## src/rtl/uart_rx.sv

```systemverilog
`default_nettype none
// ============================================================================
//  Module      : uart_rx
//  Description : 8N1 UART receiver. Two-flop synchronised rx line, start-bit
//                validation at mid-bit, LSB-first data capture at mid-bit,
//                stop-bit check. Good frames pulse stb with the byte on data;
//                a low stop bit pulses frame_err once and waits out any break.
//  Revision    : 1.0  initial release
// ============================================================================
module uart_rx #(
   parameter int BAUD_COUNT      = 2,   // clocks per bit period, >= 2
   parameter int BAUD_COUNT_SIZE = 7    // baud down-counter width, holds BAUD_COUNT-1
) (
   input  logic       clk,
   input  logic       rst_n,
   input  logic       rx,
   output logic [7:0] data,
   output logic       stb,
   output logic       frame_err,
   output logic       busy
);

   // Counter reload values: half a bit to reach mid start bit, a full bit after
   localparam logic [BAUD_COUNT_SIZE-1:0] c_HALF_LOAD = BAUD_COUNT_SIZE'((BAUD_COUNT / 2) - 1);
   localparam logic [BAUD_COUNT_SIZE-1:0] c_BIT_LOAD  = BAUD_COUNT_SIZE'(BAUD_COUNT - 1);

   typedef enum logic [2:0] {
      S_IDLE  = 3'd0,
      S_START = 3'd1,
      S_DATA  = 3'd2,
      S_STOP  = 3'd3,
      S_BREAK = 3'd4
   } state_t;

   state_t                     r_state;
   state_t                     w_state_nxt;
   logic                       r_rx_meta;
   logic                       r_rx_s;
   logic [BAUD_COUNT_SIZE-1:0] r_baud_cnt;
   logic [BAUD_COUNT_SIZE-1:0] w_baud_nxt;
   logic [2:0]                 r_bit_cnt;
   logic [2:0]                 w_bit_nxt;
   logic [7:0]                 r_shift;
   logic [7:0]                 w_shift_nxt;
   logic [7:0]                 r_data;
   logic [7:0]                 w_data_nxt;
   logic                       r_stb;
   logic                       w_stb_nxt;
   logic                       r_frame_err;
   logic                       w_ferr_nxt;
   logic                       w_sample;

   // Sample event: the baud counter has run down to zero
   assign w_sample  = (r_baud_cnt == '0);

   assign data      = r_data;
   assign stb       = r_stb;
   assign frame_err = r_frame_err;
   assign busy      = (r_state != S_IDLE);

   // Two-flop synchroniser for the asynchronous line; resets to idle-high
   always_ff @(posedge clk or negedge rst_n) begin
      if (!rst_n) begin
         r_rx_meta <= 1'b1;
         r_rx_s    <= 1'b1;
      end else begin
         r_rx_meta <= rx;
         r_rx_s    <= r_rx_meta;
      end
   end

   // State register
   always_ff @(posedge clk or negedge rst_n) begin
      if (!rst_n) begin
         r_state <= S_IDLE;
      end else begin
         r_state <= w_state_nxt;
      end
   end

   // Datapath registers follow the next-state logic's decisions
   always_ff @(posedge clk or negedge rst_n) begin
      if (!rst_n) begin
         r_baud_cnt  <= '0;
         r_bit_cnt   <= 3'd0;
         r_shift     <= 8'h00;
         r_data      <= 8'h00;
         r_stb       <= 1'b0;
         r_frame_err <= 1'b0;
      end else begin
         r_baud_cnt  <= w_baud_nxt;
         r_bit_cnt   <= w_bit_nxt;
         r_shift     <= w_shift_nxt;
         r_data      <= w_data_nxt;
         r_stb       <= w_stb_nxt;
         r_frame_err <= w_ferr_nxt;
      end
   end

   // Next-state and datapath decisions; strobes default low so they last one cycle
   always_comb begin
      w_state_nxt = r_state;
      w_baud_nxt  = r_baud_cnt;
      w_bit_nxt   = r_bit_cnt;
      w_shift_nxt = r_shift;
      w_data_nxt  = r_data;
      w_stb_nxt   = 1'b0;
      w_ferr_nxt  = 1'b0;

      case (r_state)
         S_IDLE: begin
            // Checked every cycle, so a start bit already low on IDLE entry is taken at once
            if (!r_rx_s) begin
               w_state_nxt = S_START;
               w_baud_nxt  = c_HALF_LOAD;
            end
         end

         S_START: begin
            if (w_sample) begin
               if (r_rx_s) begin
                  // Line went back high before mid start bit: treat as a glitch
                  w_state_nxt = S_IDLE;
               end else begin
                  w_state_nxt = S_DATA;
                  w_baud_nxt  = c_BIT_LOAD;
                  w_bit_nxt   = 3'd0;
               end
            end else begin
               w_baud_nxt = r_baud_cnt - 1'b1;
            end
         end

         S_DATA: begin
            if (w_sample) begin
               // LSB arrives first, so shift right and insert at the top
               w_shift_nxt = {r_rx_s, r_shift[7:1]};
               w_baud_nxt  = c_BIT_LOAD;
               w_bit_nxt   = r_bit_cnt + 1'b1;
               if (r_bit_cnt == 3'd7) begin
                  w_state_nxt = S_STOP;
               end
            end else begin
               w_baud_nxt = r_baud_cnt - 1'b1;
            end
         end

         S_STOP: begin
            if (w_sample) begin
               // Leave at mid stop bit so an immediately following start edge is caught
               if (r_rx_s) begin
                  w_data_nxt  = r_shift;
                  w_stb_nxt   = 1'b1;
                  w_state_nxt = S_IDLE;
               end else begin
                  w_ferr_nxt  = 1'b1;
                  w_state_nxt = S_BREAK;
               end
            end else begin
               w_baud_nxt = r_baud_cnt - 1'b1;
            end
         end

         S_BREAK: begin
            // Hold off until the line is released so a break reports only once
            if (r_rx_s) begin
               w_state_nxt = S_IDLE;
            end
         end

         default: begin
            w_state_nxt = S_IDLE;
         end
      endcase
   end

endmodule
`default_nettype wire

```

## config.mk

```make
export PLATFORM = sky130hd
export DESIGN_NAME = uart_rx
export DESIGN_NICKNAME = d
export VERILOG_FILES = /design/src/rtl/uart_rx.sv
export SDC_FILE = /design/constraint.sdc
export NUM_CORES = 1
export LEC_CHECK = 0
export CORE_MARGIN = 3
export CORE_UTILIZATION = 53
export CTS_BUF_LIST = sky130_fd_sc_hd__clkbuf_4 sky130_fd_sc_hd__clkbuf_8
export CTS_CLUSTER_DIAMETER = 120
export DETAILED_ROUTE_END_ITERATION = 10
export GPL_TIMING_DRIVEN = 0
export PLACE_DENSITY = 0.76
export SLEW_MARGIN = 20
export SYNTH_ARGS = -nofsm -noshare
export SYNTH_HDL_FRONTEND = slang
export SYNTH_SLANG_ARGS = --single-unit
```

## constraint.sdc

```tcl
create_clock -name clk -period 2.75 [get_ports clk]
set_input_delay 0.6875 -clock clk [delete_from_list [all_inputs] [get_ports clk]]
set_output_delay 0.6875 -clock clk [all_outputs]
set_load 0.05 [all_outputs]
```

Word-level counts from Yosys, hierarchy flattened
Cells that the tools add are included.
Operators by class
  shift-type cells: 0
  reductions and logical operators: 10
  bitwise logic cells: 0
  multiply operators: 0
  div/mod/pow operators: 0
  equality and inequality tests: 14
  $add $sub $neg: 2
  magnitude comparators: 0
  multiplexer cells: 25
Operators with widths (count)
  $mux 7: 5
  $mux 3: 10
  $pmux 7 s4: 1
  $ne 2x2->1 const B: 8
  $pmux 3 s5: 1
  $reduce_and 4->1: 2
  $logic_not 7->1: 1
  $sub 7x1->7 const B: 1
  $eq 3x2->1 const B: 2
  $eq 3x3->1 const B: 2
  $mux 1: 6
  $pmux 3 s2: 1
  $reduce_and 6->1: 1
  $reduce_bool 4->1: 1
  $add 3x1->3 const B: 1
  $eq 3x1->1 const B: 1
  $logic_not 3->1: 1
  $ne 3x3->1 const B: 1
  $reduce_and 3->1: 1
  $reduce_bool 3->1: 1
  $mux 2: 1
  $reduce_and 2->1: 1
  $reduce_bool 2->1: 1
Word-level totals
  bits in latches: 0
  word-level logic and storage cells: 60
  bits in writable memories: 0
  memories: 0
  bits in registers: 33
  ROM bits: 0

Longest topological paths before layout
Gate-level depths: netlist of the first run.
  word-level depth: 4
  mapped depth: 7

Worst setup path after synthesis of the first run
OpenSTA, ideal clock, no wires.
  path kind: register -> register
  start point: register r_baud_cnt[0]
  end point: register r_data[0] (netlist: data[0])
  path buffers: 0
  cell stages (with the launch flop): 7
  required time: 2.625 ns
  data arrival time: 1.915 ns
  path slack: 0.710 ns
  setup time: 0.125 ns
  period minus slack after synthesis: 2.040 ns
  cells stage by stage: dfrtp_1 > inv_1 > ha_1 > or4b_4 > nor4_4 > nand2_4 > mux2_4
Between the ends
  longest elaborated chain between the ends: 2
Ends and longest elaborated chain
  start, declared: RTL line 39  | logic [BAUD_COUNT_SIZE-1:0] r_baud_cnt;
  start signal, assigned: RTL line 91  | r_baud_cnt <= w_baud_nxt;
  $logic_not 7->1: RTL line 54  | assign w_sample = (r_baud_cnt == '0);
  $reduce_and 3->1 (no source line)
  end signal, assigned: RTL line 94  | r_data <= w_data_nxt;
  end, declared: RTL line 45  | logic [7:0] r_data;
Every way passes these cells.
A chain may end at the register's enable or synchronous reset.

Final worst setup path of the first run
  start point: register r_state[1]
  end point: output port busy
Between the ends
  longest elaborated chain between the ends: 1
Ends and longest elaborated chain
  start, declared: RTL line 35  | state_t r_state;
  start signal, assigned: RTL line 77  | r_state <= w_state_nxt;
  $reduce_bool 3->1: RTL line 59  | assign busy = (r_state != S_IDLE);
  end, declared: RTL line 20  | output logic busy
Every way passes these cells.

==> metrics.md, run 1 <==
| Metric | Value |
|---|---|
| Status | finished, final reports clean |
| Setup tns final | 0 ns |
| VDD IR max | between 0.5 and 0.6 mV |
| Die X | ~62 um |
| Die area | 3827 um^2 |
| Post-route ant nets | 0 |
| Starting DRT DRC Count | 48 |
| Final instance area | ~1900 um^2 |
| Share of cells above drive strength 1 | a little under a quarter |
| Post-synthesis sequential area ratio | approximately 50% |
| Mapped Nets | about 140 |
| Post-CTS Repair Setup Buffers | 0 |
| Bufs and invs on worst path | 2 |
| Family with the most delay on the worst path | buffers and inverters |
| Yosys top cell area share | ~47% |
| Leak | between 0.9 and 1 nW |
| Post-synth ARST share | 100.0% |
| CP Cell Sequence | clkbuf_1 -> nor2_1 -> nand2_1 -> dlygate4sd2_1 |
| Top post-synthesis cells by area | dfrtp_1 47%, mux2_4 15%, dfstp_2 3.2% |
| Layout area overhead | 13.16% |
| Dpl hpwl | between 2000 and 2500 um |
| Max frequency | a little under 0.4 GHz |
| CTS resizes | 1 |
| Tmin final | approximately 2.5 ns |
| Pwr dens | ~900 nW/um^2 |
| Clock tree buffer depth | 2 |
| CP max-delay cell | dlygate4sd2_1 |
| Unrepaired setup endpoints after global routing | no |
| Core Region | 2853 um^2 |
| DP Worst Slack | about 0.33 ns |
| PortBufs | 13 |
| Number of antenna violations at the first check in global routing | 0 |
| Slowest stage delay, CP | around 0.53 ns |
| Relative slew slack | about half |
| CTS tree | built |
| Vias in the first global route | 1,059 |
| Slew Viols, Final | 0 |
| Hold Crit Class | reg -> reg |
| Crit path launch type | register |
| Post-synth EDFFs | 0 |
| Final setup fails | 0 |
| Root Buffer Master | clkbuf_4 |
| First-pass GRT wire length | 5092 um |
| Clock skew | between 0.002 and 0.0025 ns |
| Clock sink total | 33 |
| DRT Pass-1 Iters | 4 |
| Grt ovf | 0 |
| Register area | 828.3 um^2 |
| CTS buffer count | 5 |
| Antenna fix cells | 0 |
| DP Cell Count | around 180 |
| Htree depth | 2 |
| # IOs | 14 |
| Fill cell count | 226 |
| Vias per cell | about 6.0 |
| Worst-margin pin slew | between 0.7 and 0.8 ns |
| Initial core utilization | just under 60% |
| Area leader, netlist | dfrtp_1 |
| Register bit total from synthesis | 33 |
| Insertion delay to the later sink of the worst-skew pair | between 0.3 and 0.4 ns |
| Required time worst endpoint | roughly 2.1 ns |
| Die height | 61.87 um |
| Ys flop type | dfrtp_1 |
| Largest net degree at the start of global routing | 34 |
| Syn_area_per_cell | 12.25 um^2 |
| Final setup margin | roughly 0.23 ns |
| Critical Path End Type | output port |
| Clock transition at path regs | 0.10 ns |
| # rows | 19 |
| Instance count of the mapped netlist | ~140 |
| GPL Wtd Cong | 0.7612 |
| DR WL/cell | roughly 17 um |
| Period utilisation layout | between 90 and 100% |
| Most instantiated library cell after synthesis | dfrtp_1 |
| Mapped Area | 1654 um^2 |
| Routed WL | approximately 3200 um |
| Synth cell count leaders | 31 x dfrtp_1, 16 x mux2_4, 9 x nor2_1, 8 x nand2_1 |
| WS Path Type | reg -> out |
| CP arrival | between 1.5 and 2 ns |
| Synth unique cells | 39 |
| # hold bufs at CTS | 0 |
| DP Area | around 1800 um^2 |
| Highest net fanout along the worst path | 10 |
| Multi-input gate area in the final layout | ~770 um^2 |
| DRC | 0 |
| Fin cells | around 190 |
| GRT Overall Usage | 18.73% |
| Nets | 162 |
| Maxcap violations | 0 |
| Yosys warns | 0 |
| Routed vias | between 1,000 and 1,500 |
| Fin. Hold Viols | 0 |
-- cell type report --
type | instances | area share (%)
clock inverters | 2 | 0.5348
plain buffers | 6 | 1.471
well taps | 31 | 2.072
clock buffers | 6 | 2.406
repair buffers | 13 | 6.618
inverters | 7 | 1.404
flip-flops and latches | 33 | 44.25
multi-input cells | 89 | 41.24
-- where the power goes --
group          switching, mW  total [mW]  internal, mW
Sequential             0.104       0.690         0.586
Combinational          0.427       0.716         0.288
Clock                  0.164       0.272         0.107
-- per-layer routing --
metal | vias up | share of wire (%) | track usage, %
li1 | 533 | - | -
met1 | 569 | 45 | 23.54
met2 | 23 | 50 | 30.34
met3 | 2 | 3.8 | 6.818
met4 | 0 | 0.60 | 5.455
met5 | - | 0 | 0
-- layout by cell type (no fill, tap or decap), drive strengths merged --
master and n:
a22oi 5, nor4b 1, a41oi 1, a2111o 1
a32oi 1, or4b 1, a2111oi 1, o31ai 2
or3 6, clkbuf 11, mux2 16, or3b 1
o21ai 7, nor2 9, nor2b 1, buf 2
nand2b 2, o21a 2, clkdlybuf4s50 11, mux2i 2
clkinv 3, dfrtp 31, a211oi 1, ha 4
or4 3, nand3 1, nand2 10, dfstp 2
or2 1, o211ai 1, o41ai 3, inv 6
dlygate4sd2 1, nor4 2, o32ai 1, a21oi 3
-- flip-flops by register name (all words and copies together), names as in the netlist --
signal and cells:
r_bit_cnt 3, stb 1, r_rx_meta 1, data 8, frame_err 1, r_shift 8, r_rx_s 1, r_baud_cnt 7
r_state 3
-- metrics by stage --
stage | power, mW | util, % | hold WS, ns
6_report | 1.678 | 65.61 | 0.3652
5_1_grt | 1.792 | 65.61 | 0.3685
4_1_cts | 1.681 | 65.61 | 0.3656
3_5_place_dp | 1.415 | 63.73 | 0.3512
3_3_place_gp | 1.367 | 63.90 | 0.3460
2_1_floorplan | 1.233 | - | 0.3452
-- path summary, 6_finish.rpt --
check / start / to / slack [ns] / cells past startpoint
max: r_state[1] / busy / 0.23 / 4
min: r_rx_meta / r_rx_s / 0.37 / 0
max reg2reg: r_baud_cnt[0] / r_shift[5] / 0.46 / 7
min reg2reg: r_rx_meta / r_rx_s / 0.37 / 0
max in group asynchronous: rst_n / r_shift[5] / 1.91 / 1
min in group asynchronous: rst_n / r_baud_cnt[5] / 0.39 / 1
-- cells by family (layout without fill, tap and decap cells) --
| logic type | count (synthesis) | in the layout | synth area share, % |
|---|---|---|---|
| and+or+nand+nor | 38 | 38 | 14.83 |
| DFF | 33 | 33 | 50.08 |
| AOI/OAI and AO/OA | 29 | 29 | 13.09 |
| muxes | 18 | 18 | 15.73 |
| buffers and inverters | 13 | 34 | 3.252 |
| adders and majority gates | 4 | 4 | 3.026 |
Power figures use the tool's default switching activity.
==> inputs of run 2 (changes only) <==
Settings changed: CORE_MARGIN 3 to 1, PLACE_DENSITY 0.76 to 0.74.
==> run 2 against run 1 <==
Compared with the run above:
- largest cell class unchanged
- largest power group unchanged
- global-route usage increased by 1.9 points
- critical path depth unchanged
- critical path type unchanged
- total power grew 6.7%
- sequential share of layout area fell by 0.78 points
==> metrics.md, run 2 (synthesis results as in run 1) <==
| Metric | Value |
|---|---|
| Highest net fanout along the worst path | 10 |
| DP Area | 1818 um^2 |
| Clock skew | 0.01316 ns |
| CTS tree | built |
| Routed vias | between 1,000 and 1,500 |
| Period utilisation layout | 92.80% |
| RR Endpoint | r_shift[7] |
| Vias in the first global route | ~1,100 |
| Crit path launch type | register |
| CTS resizes | 1 |
| Critical Path End Type | output port |
| Core Region | 2853 um^2 |
| Hold Crit Class | reg -> reg |
| Slew Viols, Final | 0 |
| Post-route ant nets | 0 |
| Tmin final | roughly 2.6 ns |
| Starting DRT DRC Count | 62 |
| VDD IR max | 0.5507 mV |
| WS Path Type | reg -> out |
| Multi-input gate area in the final layout | 772.0 um^2 |
| Clock sink total | 33 |
| Maxcap violations | 0 |
| Number of antenna violations at the first check in global routing | 0 |
| Grt ovf | 0 |
| Antenna fix cells | 0 |
| Required time worst endpoint | 2.06 ns |
| Vias per cell | between 6 and 7 |
| WHS Path Cells | 0 |
| DRT Pass-1 Iters | 4 |
| First-pass GRT wire length | just over 5000 um |
| # rows | 19 |
| Unrepaired setup endpoints after global routing | no |
| Commonest non-fill, non-tap cell in the layout | dfrtp_1 |
| Fin. Hold Viols | 0 |
| Max frequency | approximately 0.39 GHz |
| Most frequent cells in the layout | 31 x dfrtp_1, 16 x mux2_4, 11 x clkdlybuf4s50_1, 9 x nor2_1, 8 x nand2_1 |
| Reg2Reg Depth | 7 |
| Reg2Reg Setup Slack | roughly 0.45 ns |
| Clock transition at path regs | approximately 0.10 ns |
| Final setup fails | 0 |
| Die height | approximately 58 um |
| Leak | between 0.9 and 1 nW |
| DR WL/cell | about 17 um |
| Register area | roughly 830 um^2 |
| DRC | 0 |
| Fin util | around two thirds |
| Post-CTS Repair Setup Buffers | 0 |
| DP Cell Count | around 180 |
| Setup tns final | 0 ns |
| CTS buffer count | 5 |
| # IOs | 14 |
| Nets | ~160 |
| Die area | approximately 3300 um^2 |
| Hold endpoint | r_rx_s |
| Dpl hpwl | 2125 um |
| Final instance area | ~1900 um^2 |
| Largest net degree at the start of global routing | 34 |
| Share of cells above drive strength 1 | a little under a quarter |
| GPL Wtd Cong | roughly 0.84 |
| Die X | roughly 58 um |
| Fin cells | roughly 190 |
| Fill cell count | 218 |
| Layout area overhead | 15.20% |
| Clock tree buffer depth | 2 |
| Pwr dens | between 900 and 1000 nW/um^2 |
| Root Buffer Master | clkbuf_4 |
| Htree depth | 2 |
| R2R Path Start | r_baud_cnt[0] |
| Worst-margin pin slew | ~0.73 ns |
| Relative slew slack | between 50% and 60% |
| Initial core utilization | slightly below 60% |
| Insertion delay to the later sink of the worst-skew pair | 0.32 ns |
| Status | finished, final reports clean |
| GRT Overall Usage | about a fifth |
| Worst hold path startpoint | r_rx_meta |
| # hold bufs at CTS | 0 |
| Routed WL | 3108 um |
| CP arrival | 1.86 ns |
| PortBufs | 13 |
==> run 2: cell types whose count changed in the layout (fill, tap and decap cells not counted), sizes merged <==
cell / change
clkbuf: +1
bufinv: +1
clkinv: -2
==> run 2: worst max path at each step <==
stage,start,cells after the start,endpoint
global placement,r_state[1],4,busy
finish,r_state[1],4,busy
detailed placement,r_state[1],4,busy
floorplan,r_baud_cnt[0],6,data[0]
CTS,r_state[1],4,busy
global route,r_state[1],4,busy
==> run 2: metrics by stage <==
stage	total power [mW]	setup WS, ns	hold WS, ns
after global placement	1.371	0.3196	0.3458
after detailed placement	1.404	0.3320	0.3525
final	1.790	0.1979	0.3640
after global routing	1.899	0.07453	0.3676
after CTS	1.787	0.2221	0.3673
after floorplan	1.233	0.7102	0.3452
==> run 2: critical path, stage by stage (launching register included) <==
cell and delay, ns:
dfrtp_1 0.36, clkbuf_1 0.38, nor2_1 0.16, nand2_1 0.11, dlygate4sd2_1 0.53
==> run 2: layout make-up <==
cell class                 instances  area share, %
buffer                             6          1.445
clock buffer                       7          3.086
clock inverter                     1          1.576
inverter                           7          1.379
multi-input combinational         89          40.51
sequential                        33          43.47
tap                               31          2.035
timing repair buffer              13          6.500
==> run 2: metal layers <==
layer / share of wire, % / GRT usage [%] / up-vias
met5: 0 / 0 / -
met4: 1.5 / 5.782 / 0
met3: 7.0 / 6.473 / 12
met2: 48 / 31.36 / 56
met1: 44 / 28.68 / 548
li1: - / - / 537
==> run 2: where the power goes <==
| part | internal [mW] | switching [mW] |
|---|---|---|
| logic | 0.288 | 0.432 |
| clock network | 0.227 | 0.156 |
| registers | 0.587 | 0.0999 |
==> inputs of run 3 (changes only) <==
Settings changed: ABC_CLOCK_PERIOD_IN_PS from default to 2750, HOLD_SLACK_MARGIN from default to 0.1.
==> results of run 3 <==
Final layout, timing and power as in run 2 (identical DEF).
